`src/rtl/eth_tx_scheduler.sv`:
```
`default_nettype none
// ============================================================================
// Module   : eth_tx_scheduler
// Purpose  : Round-robin frame scheduler for the shared RMII TX byte path.
//            It adds the preamble and SFD, paces one byte per slot and
//            enforces the inter-frame gap. TX_PAD_EN enables zero padding.
// Revision : 1.0 - initial release
// ============================================================================
module eth_tx_scheduler #(
    parameter int NUM_SRC     = 2,
    parameter int BYTE_CYCLES = 4,
    parameter int IFG_BYTES   = 12,
    parameter int MIN_FRAME   = 60
) (
    input  logic                       clk,
    input  logic                       rst,
    input  logic [NUM_SRC-1:0]         src_valid,
    input  logic [8*NUM_SRC-1:0]       src_data,
    input  logic [NUM_SRC-1:0]         src_last,
    output logic [NUM_SRC-1:0]         src_ready,
    output logic                       axiov,
    output logic [7:0]                 axiod,
    output logic                       tx_busy,
    output logic                       underrun,
    output logic [$clog2(NUM_SRC)-1:0] grant
);

    localparam int GW = $clog2(NUM_SRC);
    localparam int SW = (BYTE_CYCLES > 1) ? $clog2(BYTE_CYCLES) : 1;
    localparam int CW = $clog2(IFG_BYTES + 8);
`ifdef TX_PAD_EN
    localparam logic [10:0] MIN_CNT = 11'(MIN_FRAME);
`endif

    typedef enum logic [2:0] {
        S_IDLE     = 3'd0,
        S_PREAMBLE = 3'd1,
        S_SFD      = 3'd2,
        S_PAYLOAD  = 3'd3,
        S_GAP      = 3'd4
`ifdef TX_PAD_EN
        , S_PAD    = 3'd5
`endif
    } state_t;

    state_t        state, state_n;
    logic [SW-1:0] slot_cnt, slot_n;
    logic [CW-1:0] sym_cnt, sym_n;
    logic [10:0]   byte_cnt, byte_n, byte_inc;
    logic [GW-1:0] rr, rr_n, grant_n, pick;
    logic [GW:0]   rot_sum;
    logic          slot, emit, und_n;
    logic [7:0]    emit_data, cur_data;
    logic          cur_valid, cur_last;

    assign slot      = (slot_cnt == '0);
    assign cur_data  = src_data[{grant, 3'b000} +: 8];
    assign cur_valid = src_valid[grant];
    assign cur_last  = src_last[grant];
    assign byte_inc  = (byte_cnt == 11'h7FF) ? byte_cnt : byte_cnt + 11'd1;
    assign tx_busy   = (state != S_IDLE);

    // Descending scan so the lowest offset from the RR pointer wins.
    always_comb begin
        pick    = rr;
        rot_sum = '0;
        for (int i = NUM_SRC - 1; i >= 0; i--) begin
            rot_sum = {1'b0, rr} + (GW+1)'(i);
            if (rot_sum >= (GW+1)'(NUM_SRC)) begin
                rot_sum = rot_sum - (GW+1)'(NUM_SRC);
            end
            if (src_valid[rot_sum[GW-1:0]]) begin
                pick = rot_sum[GW-1:0];
            end
        end
    end

    // Only the granted source sees a ready strobe, and only on a payload slot.
    always_comb begin
        src_ready = '0;
        if (!rst && state == S_PAYLOAD && slot) begin
            src_ready[grant] = 1'b1;
        end
    end

    always_comb begin
        state_n   = state;
        sym_n     = sym_cnt;
        byte_n    = byte_cnt;
        grant_n   = grant;
        rr_n      = rr;
        emit      = 1'b0;
        emit_data = axiod;
        und_n     = 1'b0;
        slot_n    = (slot_cnt == SW'(BYTE_CYCLES - 1)) ? '0 : slot_cnt + 1'b1;
        case (state)
            S_IDLE: begin
                slot_n = '0;
                if (|src_valid) begin
                    grant_n = pick;
                    sym_n   = '0;
                    byte_n  = '0;
                    state_n = S_PREAMBLE;
                end
            end
            S_PREAMBLE: if (slot) begin
                emit      = 1'b1;
                emit_data = 8'h55;
                if (sym_cnt == CW'(6)) begin
                    sym_n   = '0;
                    state_n = S_SFD;
                end else begin
                    sym_n = sym_cnt + 1'b1;
                end
            end
            S_SFD: if (slot) begin
                emit      = 1'b1;
                emit_data = 8'hD5;
                state_n   = S_PAYLOAD;
            end
            S_PAYLOAD: if (slot) begin
                sym_n = '0;
                if (cur_valid) begin
                    emit      = 1'b1;
                    emit_data = cur_data;
                    byte_n    = byte_inc;
                    if (cur_last) begin
`ifdef TX_PAD_EN
                        state_n = (byte_inc < MIN_CNT) ? S_PAD : S_GAP;
`else
                        state_n = S_GAP;
`endif
                    end
                end else begin
                    und_n   = 1'b1;
                    state_n = S_GAP;
                end
            end
`ifdef TX_PAD_EN
            S_PAD: if (slot) begin
                emit      = 1'b1;
                emit_data = 8'h00;
                byte_n    = byte_inc;
                if (byte_inc >= MIN_CNT) begin
                    state_n = S_GAP;
                end
            end
`endif
            S_GAP: if (slot) begin
                if (sym_cnt == CW'(IFG_BYTES - 1)) begin
                    sym_n   = '0;
                    slot_n  = '0;
                    rr_n    = (grant == GW'(NUM_SRC - 1)) ? '0 : grant + 1'b1;
                    state_n = S_IDLE;
                end else begin
                    sym_n = sym_cnt + 1'b1;
                end
            end
            default: state_n = S_IDLE;
        endcase
    end

    always_ff @(posedge clk) begin
        if (rst) begin
            state    <= S_IDLE;
            slot_cnt <= '0;
            sym_cnt  <= '0;
            byte_cnt <= '0;
            grant    <= '0;
            rr       <= '0;
            axiov    <= 1'b0;
            axiod    <= 8'h00;
            underrun <= 1'b0;
        end else begin
            state    <= state_n;
            slot_cnt <= slot_n;
            sym_cnt  <= sym_n;
            byte_cnt <= byte_n;
            grant    <= grant_n;
            rr       <= rr_n;
            axiov    <= emit;
            underrun <= und_n;
            if (emit) begin
                axiod <= emit_data;
            end
        end
    end

endmodule
`default_nettype wire

```
`config.mk`:
```
export PLATFORM = sky130hd
export DESIGN_NAME = eth_tx_scheduler
export DESIGN_NICKNAME = d
export VERILOG_FILES = /design/src/rtl/eth_tx_scheduler.sv
export SDC_FILE = /design/constraint.sdc
export NUM_CORES = 1
export LEC_CHECK = 0
export BUFFER_PORTS_ARGS = -buffer_cell sky130_fd_sc_hd__clkbuf_2
export CAP_MARGIN = 20
export CORE_MARGIN = 2
export CORE_UTILIZATION = 51
export CTS_CLUSTER_DIAMETER = 100
export DETAILED_ROUTE_END_ITERATION = 6
export HOLD_SLACK_MARGIN = 0.08
export PLACE_DENSITY = 0.86
export SLEW_MARGIN = 10
export SYNTH_ARGS = -nofsm -noshare
export SYNTH_HDL_FRONTEND = slang
export SYNTH_SLANG_ARGS = --single-unit
```
`constraint.sdc`:
```
create_clock -name clk -period 2 [get_ports clk]
set_input_delay 0.6 -clock clk [delete_from_list [all_inputs] [get_ports clk]]
set_output_delay 0.6 -clock clk [all_outputs]
set_load 0.1 [all_outputs]
```
==> results.sh, run 1 <==
export IMPL_fin_hold_ws_ps=478
export IMPL_reg2regPathDepth=5
export IMPL_ant_nets=0
export IMPL_finalHoldViolCount=0
export IMPL_synth_seq_area_share=0.335
export IMPL_synthArstFlopShare=0
export IMPL_row_count=18
export IMPL_crit_required_ps=1400
export IMPL_start_kind="register"
export IMPL_h_tree_depth=1
export IMPL_worst_setup_path_end_kind="primary output"
export IMPL_violations="negative setup slack"
export IMPL_finalMaxSlewViolations=0
export IMPL_yosysWarningCount=0
export IMPL_clock_latency_ps=320
export IMPL_drc=0
export IMPL_placedInstanceArea_sq_um=1640
export IMPL_skew_ps=1.12
export IMPL_synth_top_area_share=0.335
export IMPL_rsz0062_at_grt="yes"
export IMPL_synth_edf_count=0
export IMPL_syn_inst=147
export IMPL_placedCellCount=213
export IMPL_cts_sinks=22
export IMPL_die_width_microns=54.8
export IMPL_grt_usage=0.239
export IMPL_clk_pin_slew_worst_paths_ps=130
export IMPL_die_h_microns=54.8
export IMPL_syn_avg_cell_area_sq_um=8.94
export IMPL_avgRoutedWirePerCell_microns=14.2
export IMPL_finalInstanceArea_sq_um=1700
export IMPL_grt_max_degree=25
export IMPL_reg2reg_to="state[0]$_SDFFE_PP0P_"
export IMPL_p_per_area_nw_per_um2=1110
export IMPL_fmax_ghz=0.472
export IMPL_first_iter_violations=21
export IMPL_final_nets=216
export IMPL_synth_area_sq_um=1310
export IMPL_first_pass_iters=4
export IMPL_critPathArrivalTime_ps=1520
export IMPL_port_buffer_count=35
export IMPL_yosysTopAreaCell="dfxtp_1"
export IMPL_outcome="finished, violations left"
export IMPL_die_area_sq_um=3000
export IMPL_r2r_start="state[0]$_SDFFE_PP0P_"
export IMPL_dr_total_vias=1267
export IMPL_leakage_nw=0.713
export IMPL_fin_crit_ps=2120
export IMPL_area_growth_syn_to_layout_pct=29.3
export IMPL_synth_fp_nets=173
export IMPL_drive_gt1_frac=0.397
export IMPL_cts_root_buf="clkbuf_4"
export IMPL_critPathKind="reg -> out"
export IMPL_finalCritPeriodShare=1.06
export IMPL_finalWirelength_microns=3110
export IMPL_clock_path_buffers=2
export IMPL_ys_types=43
export IMPL_hp_class="reg -> reg"
export IMPL_crit_end="src_ready[1]"
export IMPL_cts_buffers=3
export IMPL_synthFlopType="dfxtp_1"
export IMPL_coreArea_sq_um=2450
export IMPL_cap_viol_max_count=0
export IMPL_fill_cells=193
export IMPL_start_util=0.535
export IMPL_avgViaCountPerCell=5.79
export IMPL_ys_top_cells_by_area="dfxtp_1 34%, mux2i_1 5.3%, nor2_1 4.6%, ha_1 3.8%, inv_1 3.1%"
export IMPL_fin_cells=219
export IMPL_antenna_found_initial=0
export IMPL_crit_start="slot_cnt[0]$_SDFF_PP0_"
export IMPL_overflow=0
export IMPL_cts_tree="built"
export IMPL_gp_congestion=0.816
export IMPL_critPathMaxFanout=3
export IMPL_setup_viol=2
export IMPL_ys_seq_elements=22
export IMPL_ir_drop_v=0.000925
export IMPL_r2r_slack_ps=120
export IMPL_hpwl_microns=2310
export IMPL_slew_headroom=0.636
export IMPL_finalWorstSetupSlack_ps=-118
export IMPL_first_global_vias=1222
export IMPL_worst_pin_slew_ps=549
export IMPL_io_pin_count=36
export IMPL_grt_pass1_wl_microns=5180
export IMPL_diodes=0
logic make-up (layout without fill, tap and decap cells):
logic type,count (synthesis),after routing,synth area share
muxes,13,13,0.108
AOI/OAI and AO/OA,28,28,0.185
DFF,22,22,0.335
adders and majority gates,4,4,0.0381
and+or+nand+nor,60,60,0.269
buffers and inverters,20,62,0.0657
through the flow:
stage	total power, mW	setup slack [ps]	utilization	TNS (ps)
after floorplan	1.38	-150	-	-300
after global placement	1.57	66.0	0.669	0
after detailed placement	1.62	51.3	0.669	0
after CTS	1.89	-131	0.692	-258
after global routing	1.98	-204	0.692	-486
final	1.89	-118	0.692	-231
layer usage:
metal	vias to the layer above	part of all wire	track usage
met5	-	0	0
met4	0	0.019	0.100
met3	5	0.054	0.0164
met2	47	0.52	0.462
met1	592	0.40	0.263
li1	623	-	-
state kept, by name (all words and copies together), names as in the netlist:
register and cells:
state 3, rr 1, sym_cnt 5, axiod 8
axiov 1, underrun 1, grant 1, slot_cnt 2
report_power, final:
part | total (mW) | switching (mW) | leakage (nW) | internal [mW]
Clock | 0.258 | 0.146 | 0.0210 | 0.111
Sequential | 0.566 | 0.0634 | 0.181 | 0.503
Combinational | 1.07 | 0.708 | 0.511 | 0.357
synthesized netlist by cell type (3+ instances only):
| library cell | count |
|---|---|
| nor3_1 | 5 |
| clkbuf_1 | 4 |
| a21oi_1 | 6 |
| nor2_1 | 16 |
| nand2_1 | 8 |
| nand2b_1 | 4 |
| a211oi_1 | 5 |
| mux2_2 | 3 |
| nand4_1 | 3 |
| ha_1 | 4 |
| buf_2 | 3 |
| nand3_1 | 7 |
| a22oi_1 | 3 |
| dfxtp_1 | 22 |
| inv_1 | 11 |
| mux2i_1 | 7 |
worst max-delay path: stages (launching register included):
cell,delay (ps)
dfxtp_2,350
inv_2,60
ha_4,130
nor2b_4,130
nand4_1,100
buf_6,160
nor2_4,90
buf_12,180
how the worst min path moves through the flow:
stage	startpoint	to	cells after the start
after floorplan	rr$_SDFFE_PP0P_	rr$_SDFFE_PP0P_	2
after global placement	axiod[7]$_SDFFE_PP0P_	axiod[7]$_SDFFE_PP0P_	2
after detailed placement	axiod[7]$_SDFFE_PP0P_	axiod[7]$_SDFFE_PP0P_	2
after CTS	axiod[7]$_SDFFE_PP0P_	axiod[7]$_SDFFE_PP0P_	2
after global routing	axiod[7]$_SDFFE_PP0P_	axiod[7]$_SDFFE_PP0P_	2
final	axiod[7]$_SDFFE_PP0P_	axiod[7]$_SDFFE_PP0P_	2
layout make-up:
class | count | area [sq um] | area share
multi-input combinational | 105 | 822 | 0.484
sequential | 22 | 448 | 0.264
timing repair buffer | 47 | 314 | 0.185
inverter | 11 | 41.3 | 0.0243
tap | 30 | 37.5 | 0.0221
clock buffer | 4 | 36.3 | 0.0214
placed cells by master (no fill, tap or decap), types with 2 or more instances in the layout:
cell type	Yosys	routed
clkbuf_2	0	32
dfxtp_1	22	18
nor2_1	16	14
buf_4	2	11
inv_1	11	9
nand2_1	8	8
mux2i_1	7	7
nand3_1	7	7
a21oi_1	6	6
nor3_1	5	5
a211oi_1	5	5
nand2b_1	4	4
nand4_1	3	3
mux2_2	3	3
a22oi_1	3	3
ha_1	4	3
clkbuf_4	0	3
buf_12	0	3
dfxtp_2	0	3
inv_2	0	2
nor2_4	0	2
a32oi_1	2	2
and4bb_2	2	2
mux2_1	2	2
and3_1	2	2
o21ai_0	2	2
nand4b_1	2	2
o32ai_2	2	2
what timing repair did:
action	in CTS	in global routing
endpoints found under the hold margin	0	0
resized for setup	2	0
setup buffers	2	0
pin swaps	3	0
endpoints found under the setup margin	3	3
hold buffers	0	0
(Power assumes the default switching activity.)
==> inputs of run 2 (changes only) <==
--- a/config.mk
+++ b/config.mk
@@ -6,13 +6,13 @@
 export NUM_CORES = 1
 export LEC_CHECK = 0
 export BUFFER_PORTS_ARGS = -buffer_cell sky130_fd_sc_hd__clkbuf_2
-export CAP_MARGIN = 20
+export CAP_MARGIN = 25
 export CORE_MARGIN = 2
 export CORE_UTILIZATION = 51
 export CTS_CLUSTER_DIAMETER = 100
 export DETAILED_ROUTE_END_ITERATION = 6
 export HOLD_SLACK_MARGIN = 0.08
-export PLACE_DENSITY = 0.86
+export PLACE_DENSITY = 0.78
 export SLEW_MARGIN = 10
 export SYNTH_ARGS = -nofsm -noshare
 export SYNTH_HDL_FRONTEND = slang
==> results.sh, run 2 (same netlist as run 1, synthesis figures left out) <==
export IMPL_reg2reg_to="state[2]$_SDFFE_PP0P_"
export IMPL_min_delay_worst_endpoint="axiod[7]$_SDFFE_PP0P_"
export IMPL_ant_nets=0
export IMPL_finalHoldViolCount=0
export IMPL_finalCritPeriodShare=1.07
export IMPL_power_total_mw=1.83
export IMPL_cts_sinks=22
export IMPL_clock_latency_ps=320
export IMPL_avgViaCountPerCell=5.46
export IMPL_p_clk_frac=0.120
export IMPL_reg2regPathDepth=5
export IMPL_cts_buffers=3
export IMPL_io_pin_count=36
export IMPL_placedInstanceArea_sq_um=1650
export IMPL_die_area_sq_um=3000
export IMPL_hp_class="reg -> reg"
export IMPL_fmax_ghz=0.468
export IMPL_netSwitchingFraction=0.484
export IMPL_layout_common_cells="32 x clkbuf_2, 18 x dfxtp_1, 14 x nor2_1"
export IMPL_grtUsageMet1=0.272
export IMPL_first_iter_violations=27
export IMPL_r2r_slack_ps=250
export IMPL_p_int_mw=0.944
export IMPL_finalWirelength_microns=2770
export IMPL_critPathKind="reg -> out"
export IMPL_rsz0062_at_grt="yes"
export IMPL_finalWorstSetupSlack_ps=-136
export IMPL_cts_root_buf="clkbuf_4"
export IMPL_dr_total_vias=1196
export IMPL_reg_top3="axiod x8, sym_cnt x5, state x3"
export IMPL_power_switching_mw=0.884
export IMPL_hold_start="axiod[7]$_SDFFE_PP0P_"
export IMPL_area_growth_syn_to_layout_pct=28.6
export IMPL_busiest_layer="met2"
export IMPL_first_pass_iters=5
export IMPL_clk_pin_slew_worst_paths_ps=130
export IMPL_top_register="axiod"
export IMPL_hpwl_microns=2170
export IMPL_overflow=0
export IMPL_leakage_nw=0.707
export IMPL_worst_pin_slew_ps=541
export IMPL_p_per_area_nw_per_um2=1080
export IMPL_multiInputGateArea_sq_um=822
export IMPL_slew_headroom=0.641
export IMPL_finalMaxSlewViolations=0
export IMPL_crit_start="slot_cnt[0]$_SDFF_PP0_"
export IMPL_r2r_start="sym_cnt[0]$_SDFFE_PP0P_"
export IMPL_crit_required_ps=1400
export IMPL_final_seq_area_sq_um=448
export IMPL_port_buffer_count=35
export IMPL_die_h_microns=54.8
export IMPL_drive_gt1_frac=0.392
export IMPL_setup_tns_ps=-267
export IMPL_drc=0
export IMPL_setup_viol=2
export IMPL_grt_max_degree=25
export IMPL_cap_viol_max_count=0
export IMPL_coreArea_sq_um=2450
export IMPL_grt_pass1_wl_microns=4980
export IMPL_cts_tree="built"
export IMPL_comb_power_share=0.570
export IMPL_diodes=0
export IMPL_seq_power_share=0.311
export IMPL_hold_depth=2
export IMPL_skew_ps=5.79
export IMPL_ir_drop_v=0.000981
export IMPL_gp_congestion=0.816
export IMPL_layout_commonest_cell="clkbuf_2"
export IMPL_critPathArrivalTime_ps=1540
export IMPL_largest_reg_flops=8
export IMPL_clock_path_buffers=2
export IMPL_die_width_microns=54.8
export IMPL_finalInstanceArea_sq_um=1690
export IMPL_violations="negative setup slack"
export IMPL_met2_usage=0.401
export IMPL_first_global_vias=1176
export IMPL_row_count=18
export IMPL_final_nets=216
export IMPL_start_util=0.535
export IMPL_antenna_found_initial=0
export IMPL_h_tree_depth=1
export IMPL_worst_setup_path_end_kind="primary output"
export IMPL_avgRoutedWirePerCell_microns=12.6
export IMPL_critPathMaxFanout=3
export IMPL_outcome="finished, violations left"
export IMPL_start_kind="register"
export IMPL_grt_usage=0.226
export IMPL_met3_usage=0.0437
export IMPL_fill_cells=213
export IMPL_cts_hold_buffers=0
export IMPL_fin_crit_ps=2140
export IMPL_fin_hold_ws_ps=469
==> run 2: cell counts in the layout (fill, tap and decap cells not counted) <==
No cell type changed its count.
==> run 2: metal layers <==
| metal | part of all wire | wire length (microns) |
|---|---|---|
| met1 | 0.44 | 1220 |
| met2 | 0.51 | 1400 |
| met3 | 0.040 | 111 |
| met5 | 0 | 0 |
| met4 | 0.012 | 34 |
==> run 2: repair_timing <==
action,4_1_cts,5_1_grt
endpoints found under the hold margin,0,0
pin swaps,3,1
resized for setup,2,0
setup buffers,1,0
endpoints found under the setup margin,3,3
==> run 2: area by class of cell <==
class                   count  area share
clock buffers               4      0.0156
inverters                  11      0.0244
multi-input cells         105       0.487
flip-flops and latches     22       0.265
well taps                  30      0.0222
repair buffers             47       0.186
==> run 2: worst max-delay path, cell delays in order (launching register included) <==
cell	delay [ps]
dfxtp_2	350
inv_2	60
ha_4	120
nor2b_4	130
nand4_1	120
buf_6	160
nor2_4	100
buf_12	180
==> run 2: how the worst max path moves through the flow <==
| stage | cells past startpoint | slack (ps) | end |
|---|---|---|---|
| after global routing | 7 | -220 | src_ready[0] |
| after CTS | 7 | -150 | src_ready[0] |
| after global placement | 6 | 60 | src_ready[0] |
| final | 7 | -140 | src_ready[0] |
| after detailed placement | 6 | 60 | src_ready[0] |
| after floorplan | 6 | -150 | src_ready[0] |
==> run 2: power by group through the flow <==
stage / clock network, mW / registers (mW) / logic (mW)
5_1_grt: 0.243 / 0.581 / 1.12
4_1_cts: 0.228 / 0.568 / 1.04
3_3_place_gp: 0 / 0.573 / 1.01
3_5_place_dp: 0 / 0.578 / 1.03
2_1_floorplan: 0 / 0.814 / 0.563
6_report: 0.219 / 0.568 / 1.04
==> run 2: per-stage QoR <==
stage / util / instances / setup slack, ps
2_1_floorplan: - / 147 / -150
3_3_place_gp: 0.672 / 214 / 55.4
3_5_place_dp: 0.672 / 214 / 55.1
4_1_cts: 0.688 / 219 / -153
5_1_grt: 0.688 / 219 / -222
6_report: 0.688 / 219 / -136
==> inputs of run 3 (changes only) <==
--- a/config.mk
+++ b/config.mk
@@ -7,12 +7,16 @@
 export LEC_CHECK = 0
 export BUFFER_PORTS_ARGS = -buffer_cell sky130_fd_sc_hd__clkbuf_2
 export CAP_MARGIN = 25
+export CELL_PAD_IN_SITES_DETAIL_PLACEMENT = 1
+export CELL_PAD_IN_SITES_GLOBAL_PLACEMENT = 1
 export CORE_MARGIN = 2
-export CORE_UTILIZATION = 51
+export CORE_UTILIZATION = 38
 export CTS_CLUSTER_DIAMETER = 100
 export DETAILED_ROUTE_END_ITERATION = 6
+export GPL_TIMING_DRIVEN = 0
 export HOLD_SLACK_MARGIN = 0.08
-export PLACE_DENSITY = 0.78
+export PLACE_DENSITY_LB_ADDON = 0.1
+export REMOVE_ABC_BUFFERS = 1
 export SLEW_MARGIN = 10
 export SYNTH_ARGS = -nofsm -noshare
 export SYNTH_HDL_FRONTEND = slang
==> results.sh, run 3 (same netlist as run 1, synthesis figures left out) <==
export IMPL_gp_congestion=0.813
export IMPL_cap_viol_max_count=0
export IMPL_clock_latency_ps=300
export IMPL_wl_met2_microns=1710
export IMPL_final_util=0.487
export IMPL_hpwl_microns=2410
export IMPL_start_util=0.394
export IMPL_layout_commonest_cell="clkbuf_2"
export IMPL_worst_pin_slew_ps=546
export IMPL_route_met3_wl_microns=108
export IMPL_top_layer="met4"
export IMPL_largest_reg_flops=8
export IMPL_drc=0
export IMPL_finalWirelength_microns=3250
export IMPL_coreArea_sq_um=3340
export IMPL_worst_setup_path_end_kind="primary output"
export IMPL_overflow=0
export IMPL_slew_headroom=0.637
export IMPL_die_width_microns=62.8
export IMPL_p_per_area_nw_per_um2=1070
export IMPL_layout_common_cells="30 x clkbuf_2, 16 x nor2_1, 16 x dfxtp_1"
export IMPL_hp_class="reg -> reg"
export IMPL_placedCellCount=219
export IMPL_critPathKind="reg -> out"
export IMPL_diodes=0
export IMPL_h_tree_depth=1
export IMPL_fin_hold_ws_ps=469
export IMPL_port_buffer_count=35
export IMPL_cts_root_buf="clkbuf_4"
export IMPL_r2r_slack_ps=140
export IMPL_reg_top3="axiod x8, sym_cnt x5, state x3"
export IMPL_first_pass_iters=4
export IMPL_dr_total_vias=1203
export IMPL_first_iter_violations=35
export IMPL_grt_max_degree=26
export IMPL_grt_usage=0.173
export IMPL_drive_gt1_frac=0.369
export IMPL_io_pin_count=36
export IMPL_top_register="axiod"
export IMPL_first_global_vias=1211
export IMPL_final_nets=207
export IMPL_fmax_ghz=0.458
export IMPL_antenna_found_initial=0
export IMPL_cts_sinks=22
export IMPL_cts_buffers=3
export IMPL_die_h_microns=62.8
export IMPL_finalCritPeriodShare=1.09
export IMPL_ir_drop_v=0.000658
export IMPL_setup_viol=2
export IMPL_avgRoutedWirePerCell_microns=14.4
export IMPL_finalMaxSlewViolations=0
export IMPL_outcome="finished, violations left"
export IMPL_die_area_sq_um=3940
export IMPL_area_growth_syn_to_layout_pct=23.6
export IMPL_clock_path_buffers=2
export IMPL_power_total_mw=1.74
export IMPL_start_kind="register"
export IMPL_grt_pass1_wl_microns=5510
export IMPL_avgViaCountPerCell=5.35
export IMPL_fin_cells=225
export IMPL_ant_nets=0
export IMPL_crit_required_ps=1400
export IMPL_hold_depth=2
export IMPL_fin_crit_ps=2180
export IMPL_clk_pin_slew_worst_paths_ps=120
export IMPL_skew_ps=2.38
export IMPL_met1Wirelength_microns=1410
export IMPL_cts_tree="built"
export IMPL_finalWorstSetupSlack_ps=-182
export IMPL_critPathArrivalTime_ps=1580
export IMPL_reg2regPathDepth=4
export IMPL_fill_cells=409
export IMPL_violations="negative setup slack"
export IMPL_rsz0062_at_grt="yes"
export IMPL_row_count=21
export IMPL_leakage_nw=0.663
export IMPL_critPathMaxFanout=3
export IMPL_finalHoldViolCount=0
-- run 3: changes by cell type in the layout (fill, tap and decap cells not counted), sizes merged --
| cell | previous run | this run |
|---|---|---|
| clkbuf | 36 | 37 |
| buf | 15 | 4 |
-- run 3: layout make-up --
cell class	instances	area, sq um	area share
Clock buffer	3	22.5	0.0139
Inverter	11	41.3	0.0254
Multi-Input combinational cell	105	818	0.504
Sequential cell	22	455	0.280
Tap cell	46	57.6	0.0354
Timing Repair Buffer	38	229	0.141
-- run 3: routing by layer --
| metal | up-vias | track usage |
|---|---|---|
| li1 | 602 | - |
| met1 | 580 | 0.204 |
| met2 | 19 | 0.317 |
| met3 | 2 | 0.0324 |
| met4 | 0 | 0.0500 |
| met5 | - | 0 |
-- run 3: power by group --
part           leakage [nW]  switching (mW)  internal (mW)  total (mW)
clock network        0.0138           0.132         0.0702       0.203
logic                 0.467           0.647          0.295       0.942
registers             0.182          0.0938          0.507       0.601
-- run 3: worst paths after layout --
path,start,to
min,axiod[7]$_SDFFE_PP0P_,axiod[7]$_SDFFE_PP0P_
max,slot_cnt[1]$_SDFF_PP0_,src_ready[0]
min reg2reg,axiod[7]$_SDFFE_PP0P_,axiod[7]$_SDFFE_PP0P_
max reg2reg,grant$_SDFFE_PP0P_,state[2]$_SDFFE_PP0P_
-- run 3: through the flow --
step	setup slack (ps)	TNS [ps]	cell area, sq um
floorplan	-1300	-5130	1270
global placement	-517	-1140	1500
detailed placement	-568	-1330	1500
CTS	-191	-425	1610
global route	-242	-482	1620
finish	-182	-363	1620
-- run 3: worst max-delay path: stages, from the launching register on --
cell	delay, ps
dfxtp_2	350
inv_2	60
ha_4	130
nor2b_4	140
nand4_1	150
nor2_1	180
clkbuf_8	270
-- run 3: timing repair --
action / 4_1_cts / 5_1_grt
endpoints found under the setup margin: 6 / 3
hold buffers: 0 / 0
pin swaps: 3 / 2
buffers inserted: 3 / 0
resized for setup: 21 / 5
